<file path="src/rtl/operand_entry_sequencer.sv">
// Front end of the add/multiply datapath: synchronises and debounces the four
// operation buttons, then steps operand/opcode entry from the switches.
//
// state     | meaning
// ----------+-----------------------------------------------
// ST_IDLE   | waiting for first press, captures num1
// ST_WAIT1  | num1 held, next press captures num2
// ST_WAIT2  | num1/num2 held, next press captures op
// ST_RESULT | entry complete, presses ignored until reset
module operand_entry_sequencer #(
    parameter int DEBOUNCE_CYCLES = 250000
) (
    input  logic        clk,
    input  logic        rst,
    input  logic [15:0] sw,
    input  logic        btn_fla,
    input  logic        btn_flm,
    input  logic        btn_fia,
    input  logic        btn_fim,
    output logic [15:0] num1,
    output logic [15:0] num2,
    output logic [1:0]  op,
    output logic [1:0]  state,
    output logic        result_valid
);

    localparam int CW = (DEBOUNCE_CYCLES < 1) ? 1 : $clog2(DEBOUNCE_CYCLES + 1);
    localparam logic [CW-1:0] CNT_TC = CW'(DEBOUNCE_CYCLES);

    typedef enum logic [1:0] {
        ST_IDLE   = 2'b00,
        ST_WAIT1  = 2'b01,
        ST_WAIT2  = 2'b10,
        ST_RESULT = 2'b11
    } state_t;

    // Bit order {fim, fia, flm, fla} matches the op encoding.
    logic [3:0]         btn_raw;
    logic [3:0]         sync1_q, sync1_d;
    logic [3:0]         sync2_q, sync2_d;
    logic [3:0]         stable_q, stable_d;
    logic [3:0]         stable_prev_q, stable_prev_d;
    logic [3:0][CW-1:0] cnt_q, cnt_d;
    logic [3:0]         press;
    logic               any_press;
    logic [1:0]         op_enc;

    state_t      state_q, state_d;
    logic [15:0] num1_q, num1_d;
    logic [15:0] num2_q, num2_d;
    logic [1:0]  op_q, op_d;

    assign btn_raw = {btn_fim, btn_fia, btn_flm, btn_fla};

    always_comb begin
        sync1_d       = btn_raw;
        sync2_d       = sync1_q;
        stable_prev_d = stable_q;
        stable_d      = stable_q;
        cnt_d         = '0;
        for (int i = 0; i < 4; i++) begin
            if (sync2_q[i] != stable_q[i]) begin
                // Counter returns to zero on the flip, so a new run starts clean.
                if (cnt_q[i] + CW'(1) == CNT_TC) begin
                    stable_d[i] = sync2_q[i];
                end else begin
                    cnt_d[i] = cnt_q[i] + CW'(1);
                end
            end
        end
    end

    assign press     = stable_q & ~stable_prev_q;
    assign any_press = |press;

    always_comb begin
        if (press[3])      op_enc = 2'b11;
        else if (press[2]) op_enc = 2'b10;
        else if (press[1]) op_enc = 2'b01;
        else               op_enc = 2'b00;
    end

    always_comb begin
        state_d = state_q;
        num1_d  = num1_q;
        num2_d  = num2_q;
        op_d    = op_q;
        case (state_q)
            ST_IDLE: begin
                if (any_press) begin
                    state_d = ST_WAIT1;
                    num1_d  = sw;
                end
            end
            ST_WAIT1: begin
                if (any_press) begin
                    state_d = ST_WAIT2;
                    num2_d  = sw;
                end
            end
            ST_WAIT2: begin
                if (any_press) begin
                    state_d = ST_RESULT;
                    op_d    = op_enc;
                end
            end
            ST_RESULT: begin
                state_d = ST_RESULT;
            end
        endcase
    end

    always_ff @(posedge clk) begin
        if (!rst) begin
            sync1_q       <= '0;
            sync2_q       <= '0;
            stable_q      <= '0;
            stable_prev_q <= '0;
            cnt_q         <= '0;
            state_q       <= ST_IDLE;
            num1_q        <= '0;
            num2_q        <= '0;
            op_q          <= '0;
        end else begin
            sync1_q       <= sync1_d;
            sync2_q       <= sync2_d;
            stable_q      <= stable_d;
            stable_prev_q <= stable_prev_d;
            cnt_q         <= cnt_d;
            state_q       <= state_d;
            num1_q        <= num1_d;
            num2_q        <= num2_d;
            op_q          <= op_d;
        end
    end

    assign num1         = num1_q;
    assign num2         = num2_q;
    assign op           = op_q;
    assign state        = state_q;
    assign result_valid = (state_q == ST_RESULT);

endmodule

</file>
<file path="config.mk">
export PLATFORM = sky130hd
export DESIGN_NAME = operand_entry_sequencer
export DESIGN_NICKNAME = d
export VERILOG_FILES = /design/src/rtl/operand_entry_sequencer.sv
export SDC_FILE = /design/constraint.sdc
export NUM_CORES = 1
export LEC_CHECK = 0
export CAP_MARGIN = 20
export CORE_MARGIN = 2
export CORE_UTILIZATION = 30
export CTS_CLUSTER_DIAMETER = 40
export DETAILED_ROUTE_END_ITERATION = 7
export HOLD_SLACK_MARGIN = 0.1
export PLACE_DENSITY = 0.5
export SETUP_SLACK_MARGIN = 0.05
export SLEW_MARGIN = 20
export SYNTH_ARGS = -nofsm -noshare
export SYNTH_HDL_FRONTEND = slang
export SYNTH_SLANG_ARGS = --single-unit
</file>
<file path="constraint.sdc">
create_clock -name clk -period 5 [get_ports clk]
set_clock_uncertainty 0.1 [all_clocks]
set_input_delay 1 -clock clk [delete_from_list [all_inputs] [get_ports clk]]
set_output_delay 1 -clock clk [all_outputs]
set_load 0.05 [all_outputs]
</file>
[Word level (Yosys, flattened, before mapping)]
Index checks and enable logic that the tools add are counted.
Widths: inputs -> output; s select.
Cells by class
  add/subtract/negate cells: 4
  eq/ne operators: 14
  muxes and demuxes: 7
  bitwise logic cells: 7
  reductions and logical operators: 14
Operators by type and width (count)
  $add 18x1->18 const B: 4
  $eq 18x18->1 const B: 4
  $reduce_and 2->1: 7
  $reduce_or 3->1: 4
  $mux 2: 5
  $pmux 2 s4: 1
  $ne 2x2->1 const B: 3
  $not 1->1: 5
  $and 4x4->4: 1
  $eq 2x2->1 const B: 2
  $ne 1x1->1: 4
  $not 4->4: 1
  $reduce_or 4->1: 1
  $reduce_and 3->1: 1
  $eq 2x1->1 const B: 1
  $logic_not 2->1: 1
  $mux 1: 1
Storage, ports and cells
  flip-flop bits (word level): 124
  input port bits: 22
  output and inout bits: 37
  logic and storage cells: 61

[Depth between registers and ports, before layout]
  depth after elaboration: 5
  depth in mapped cells: 10
  mapped depth without buffers: 7

[Worst setup path after synthesis]
OpenSTA, ideal clock, no wires.
  path type: register -> register
  start: register cnt_q[54] (netlist bit)
  end: register cnt_q[64] (netlist bit)
  library setup time: 137 ps
  data arrival time: 2200 ps
  required time: 4763 ps
  slack: 2563 ps
  cell stages (with the launch flop): 9
  buffers on the path: 1
  clock period less this slack: 2437 ps
  cell sequence: dfxtp_1 ha_1 nand3_2 nor4_1 and3b_1 o311ai_1 nor4_4 buf_6 nor3_2
Between the ends
  longest elaborated chain between the ends: 3
RTL lines
  start: declaration: RTL line 43  | logic [3:0][CW-1:0] cnt_q, cnt_d;
  start signal: assignment: RTL line 129  | cnt_q <= cnt_d;
  $add 18x1->18 *: RTL line 64, 67
  $eq 18x18->1: RTL line 64  | if (cnt_q[i] + CW'(1) == CNT_TC) begin
  $reduce_or 3->1 (no source line)
Mark *: on every way between the ends. The rest lies on a longest branch, timed or not.
A chain may end at the register's enable or synchronous reset.

[Worst setup path in the final report]
  start: register cnt_q[36] (netlist bit)
  end: register cnt_q[42] (netlist bit)
Same word-level chain as after synthesis.

==> results.md <==
| Metric | Value | Unit |
| --- | --- | --- |
| Netlist cell types | 64 | - |
| PostCTS Resize Cnt | 0 | - |
| Number of filler instances in the final layout | 2008 | - |
| Number of antenna violations at the first check in global routing | 0 | - |
| Per-cell via count in the routed design | 4.68 | - |
| Pin count of the biggest net entering global routing | 58 | - |
| Final WS setup | 1.77 | ns |
| Share of flip-flops with an asynchronous set or reset | 0 | - |
| Count of flip-flops with a built-in enable after synthesis | 0 | - |
| Cts-stage hold buffer count | 0 | - |
| H-tree depth | 4 | - |
| Total wirelength of the detailed-routed design | 12.5 | mm |
| Min-Delay Endpoint | sync2_q[0] | - |
| Reg2reg start | cnt_q[36] | - |
| Max-slew headroom at the worst pin | 0.304 | - |
| Category of the worst setup path capture point | flip-flop | - |
| Congestion Overflow GR | 0 | - |
| Clock buffer count from CTS | 17 | - |
| Library cell used as clock root buffer | clkbuf_16 | - |
| Total DRC errors in the routed layout | 0 | - |
| Starting utilization of the core area | 0.305 | - |
| Leakage power of the design | 2.48 | nW |
| Routability-driven placement congestion ratio | 0.764 | - |
| Delay-heaviest family, CP | compound AO/OA/AOI/OAI gates | - |
| Fraction of the cycle the final worst path needs | 0.645 | - |
| Most instantiated flip-flop cell in the synthesis netlist | dfxtp_1 | - |
| N_diodes | 0 | - |
| Final-layout setup total negative slack | 0 | ns |
| Maximum cell stage delay along the critical path | 0.87 | ns |
| Total number of nets in the final design | 724 | - |
| Count of clock tree sinks | 124 | - |
| Cell accounting for the most synthesized area | dfxtp_1 | - |
| Time the worst path needs with I/O delays and setup | 3.23 | ns |
| Final setup violation count | 0 | - |
| Slew at the pin with the worst max-slew slack | 1.04 | ns |
| Area grow syn2layout | 23.9 | % |
| Average wire per cell in the routed design | 12.9 | µm |
| Ports | 59 | - |
| First-pass iteration count of the detailed router | 4 | - |
| Antenna Violating Nets Remaining | 0 | - |
| Critical Path Fanout Max | 15 | - |
| Clock-pin slew of the registers on the worst-case setup and hold paths | 0.06 | ns |
| Ratio of cells with drive above 1 in the final layout | 0.0859 | - |
| Critical Setup Path Class | reg -> reg | - |
| Worst endpoint required time | 5.21 | ns |
| Post-CTS setup repair buffer count | 0 | - |
| Sequential area share after synthesis | 0.419 | - |
| Crit path launch type | flip-flop | - |
| Number of buffers and inverters on the critical path | 0 | - |
| TritonCTS clock tree | yes | - |
| Post-synthesis sequential element count | 124 | - |
| Number of buffer cells added on primary ports | 58 | - |
| Number of placement rows | 51 | - |
| Starting DRT DRC Count | 195 | - |
| Via count of the first global-routing pass | 4333 | - |
| Run status | finished, final reports clean | - |
| Util after Layout | 0.378 | - |
| Fmax | 310 | MHz |
| Worst supply voltage drop on vdd | 0.247 | mV |
| Die extent in y | 145 | µm |
| Power after layout | 2.36 | mW |
| Count of mapped cells out of synthesis | 645 | - |
| Worst reg-to-reg path cell count | 7 | - |
| Share of the synthesized area in the top cell type | 0.419 | - |
| Die boundary width | 145 | µm |
| PD cells | 321 | mW/mm² |
| Later-pin clock latency in the skew report | 0.41 | ns |
| Mapped Nets | 672 | - |
| Dpl ws | 1.72 | ns |
| Overall fraction of global-route tracks in use | 0.126 | - |
| Cells along the critical path | ha_1, nand3_1, o21a_1, a2111oi_0, o2111ai_1, o21ai_1, o21ba_2 | - |
| Hold crit path type | reg -> reg | - |
| Critical-path top delay cell | o21ai_1 | - |
| Worst reg-to-reg setup slack | 1.77 | ns |
| Arrival time at the worst endpoint | 3.44 | ns |
| Mean area per synthesized cell | 9.19 | µm² |
| Hold Crit Depth | 1 | - |
| Cell types with the largest area share after synthesis | dfxtp_1 42%, mux2i_1 6.6%, xnor2_1 5.0% | - |
| Core box area | 0.0194 | mm² |
| Ranking of synthesized cells by instance count | 124 x dfxtp_1, 50 x nor2_1, 48 x nand2_1 | - |
| Most frequently used cell type in the post-synthesis netlist | dfxtp_1 | - |
| Max-cap violation count | 0 | - |
| Hold violation count in the final report | 0 | - |
| Post-DP HPWL | 8.73 | mm |
| Total standard cell area after synthesis | 0.00593 | mm² |
| Launch instance of the worst min-delay path | sync1_q[0] | - |
| Die outline area | 0.0209 | mm² |
| Global-route wire length before repair | 20.8 | mm |
| Slew Viols, Final | 0 | - |
| Total of warnings raised by yosys | 0 | - |
| RSZ-0062 raised after global routing | no | - |
| Via Count | 4567 | - |
| Maximum buffer depth of the clock tree | 2 | - |
| Capture point of the worst reg-to-reg path | cnt_q[42] | - |
-- cell type report --
cell class / count / area, µm² / share of cell area
flip-flops and latches: 124 / 2480 / 0.338
multi-input cells: 475 / 3240 / 0.441
clock buffers: 19 / 433 / 0.0590
inverters: 20 / 75.1 / 0.0102
repair buffers: 59 / 583 / 0.0794
well taps: 265 / 332 / 0.0452
clock inverters: 13 / 198 / 0.0269
-- through the flow --
step           instances  hold slack, ns  instance area (µm²)
6_report             975           0.333                 7340
5_1_grt              975           0.354                 7340
4_1_cts              975           0.333                 7340
3_5_place_dp         943           0.319                 6710
3_3_place_gp         943           0.316                 6700
2_1_floorplan        645           0.312                 5930
-- metal layers --
layer,global-route usage,vias to the layer above,part of all wire
li1,-,2363,-
met1,0.164,2137,0.49
met2,0.195,54,0.46
met4,0.0383,0,0.012
met5,0,-,0
met3,0.0444,13,0.037
-- layout by cell type (no fill, tap or decap), types with 3 or more instances in the layout --
master,synthesis,layout
o21ai_0,14,14
clkinv_2,0,5
inv_1,20,20
a2111oi_0,3,3
nand3_1,21,21
dfxtp_1,124,124
nor3_2,10,10
nand2b_1,8,8
a211oi_1,3,3
and2_1,17,17
bufinv_16,0,5
nor2_1,50,50
xor2_1,32,32
xnor2_1,34,34
a21oi_1,15,15
and3_1,6,6
mux2i_1,39,39
nor3_1,32,32
nor2b_1,41,40
nand3_2,3,3
or3_1,8,8
and4_1,9,9
clkbuf_16,0,17
nand2_1,48,48
nor3b_1,5,5
or4_1,3,3
clkinvlp_4,0,3
ha_1,5,5
clkdlybuf4s50_1,0,57
nor4_1,6,6
nand4_1,16,16
-- worst max path at each step --
stage	from	cells past startpoint	slack (ns)	end
finish	cnt_q[36]	7	1.77	cnt_q[42]
global route	cnt_q[36]	7	1.48	cnt_q[42]
floorplan	cnt_q[54]	8	2.56	cnt_q[64]
global placement	cnt_q[36]	7	1.85	cnt_q[42]
detailed placement	cnt_q[36]	7	1.72	cnt_q[42]
CTS	cnt_q[36]	7	1.70	cnt_q[42]
-- where the power goes --
group | total [mW] | internal (mW) | switching, mW
clock | 1.33 | 0.878 | 0.447
sequential | 0.995 | 0.992 | 0.00244
combinational | 0.0386 | 0.0219 | 0.0167
-- state kept, by name, indices dropped and copies added, names as in the netlist --
name           count
num1              16
stable_prev_q      4
cnt_q             72
stable_prev_d      4
state              2
sync2_q            4
sync1_q            4
op                 2
num2              16
-- cells by family after synthesis --
family,Yosys count,share of synthesized area
AND/OR/NAND/NOR,301,0.294
flip-flops,124,0.419
XOR/XNOR,66,0.0976
AO/OA/AOI/OAI,63,0.0752
buffers and inverters,46,0.0361
multiplexers,40,0.0678
adder cells (fa/ha/maj),5,0.0106
Power figures use the tool's default switching activity.
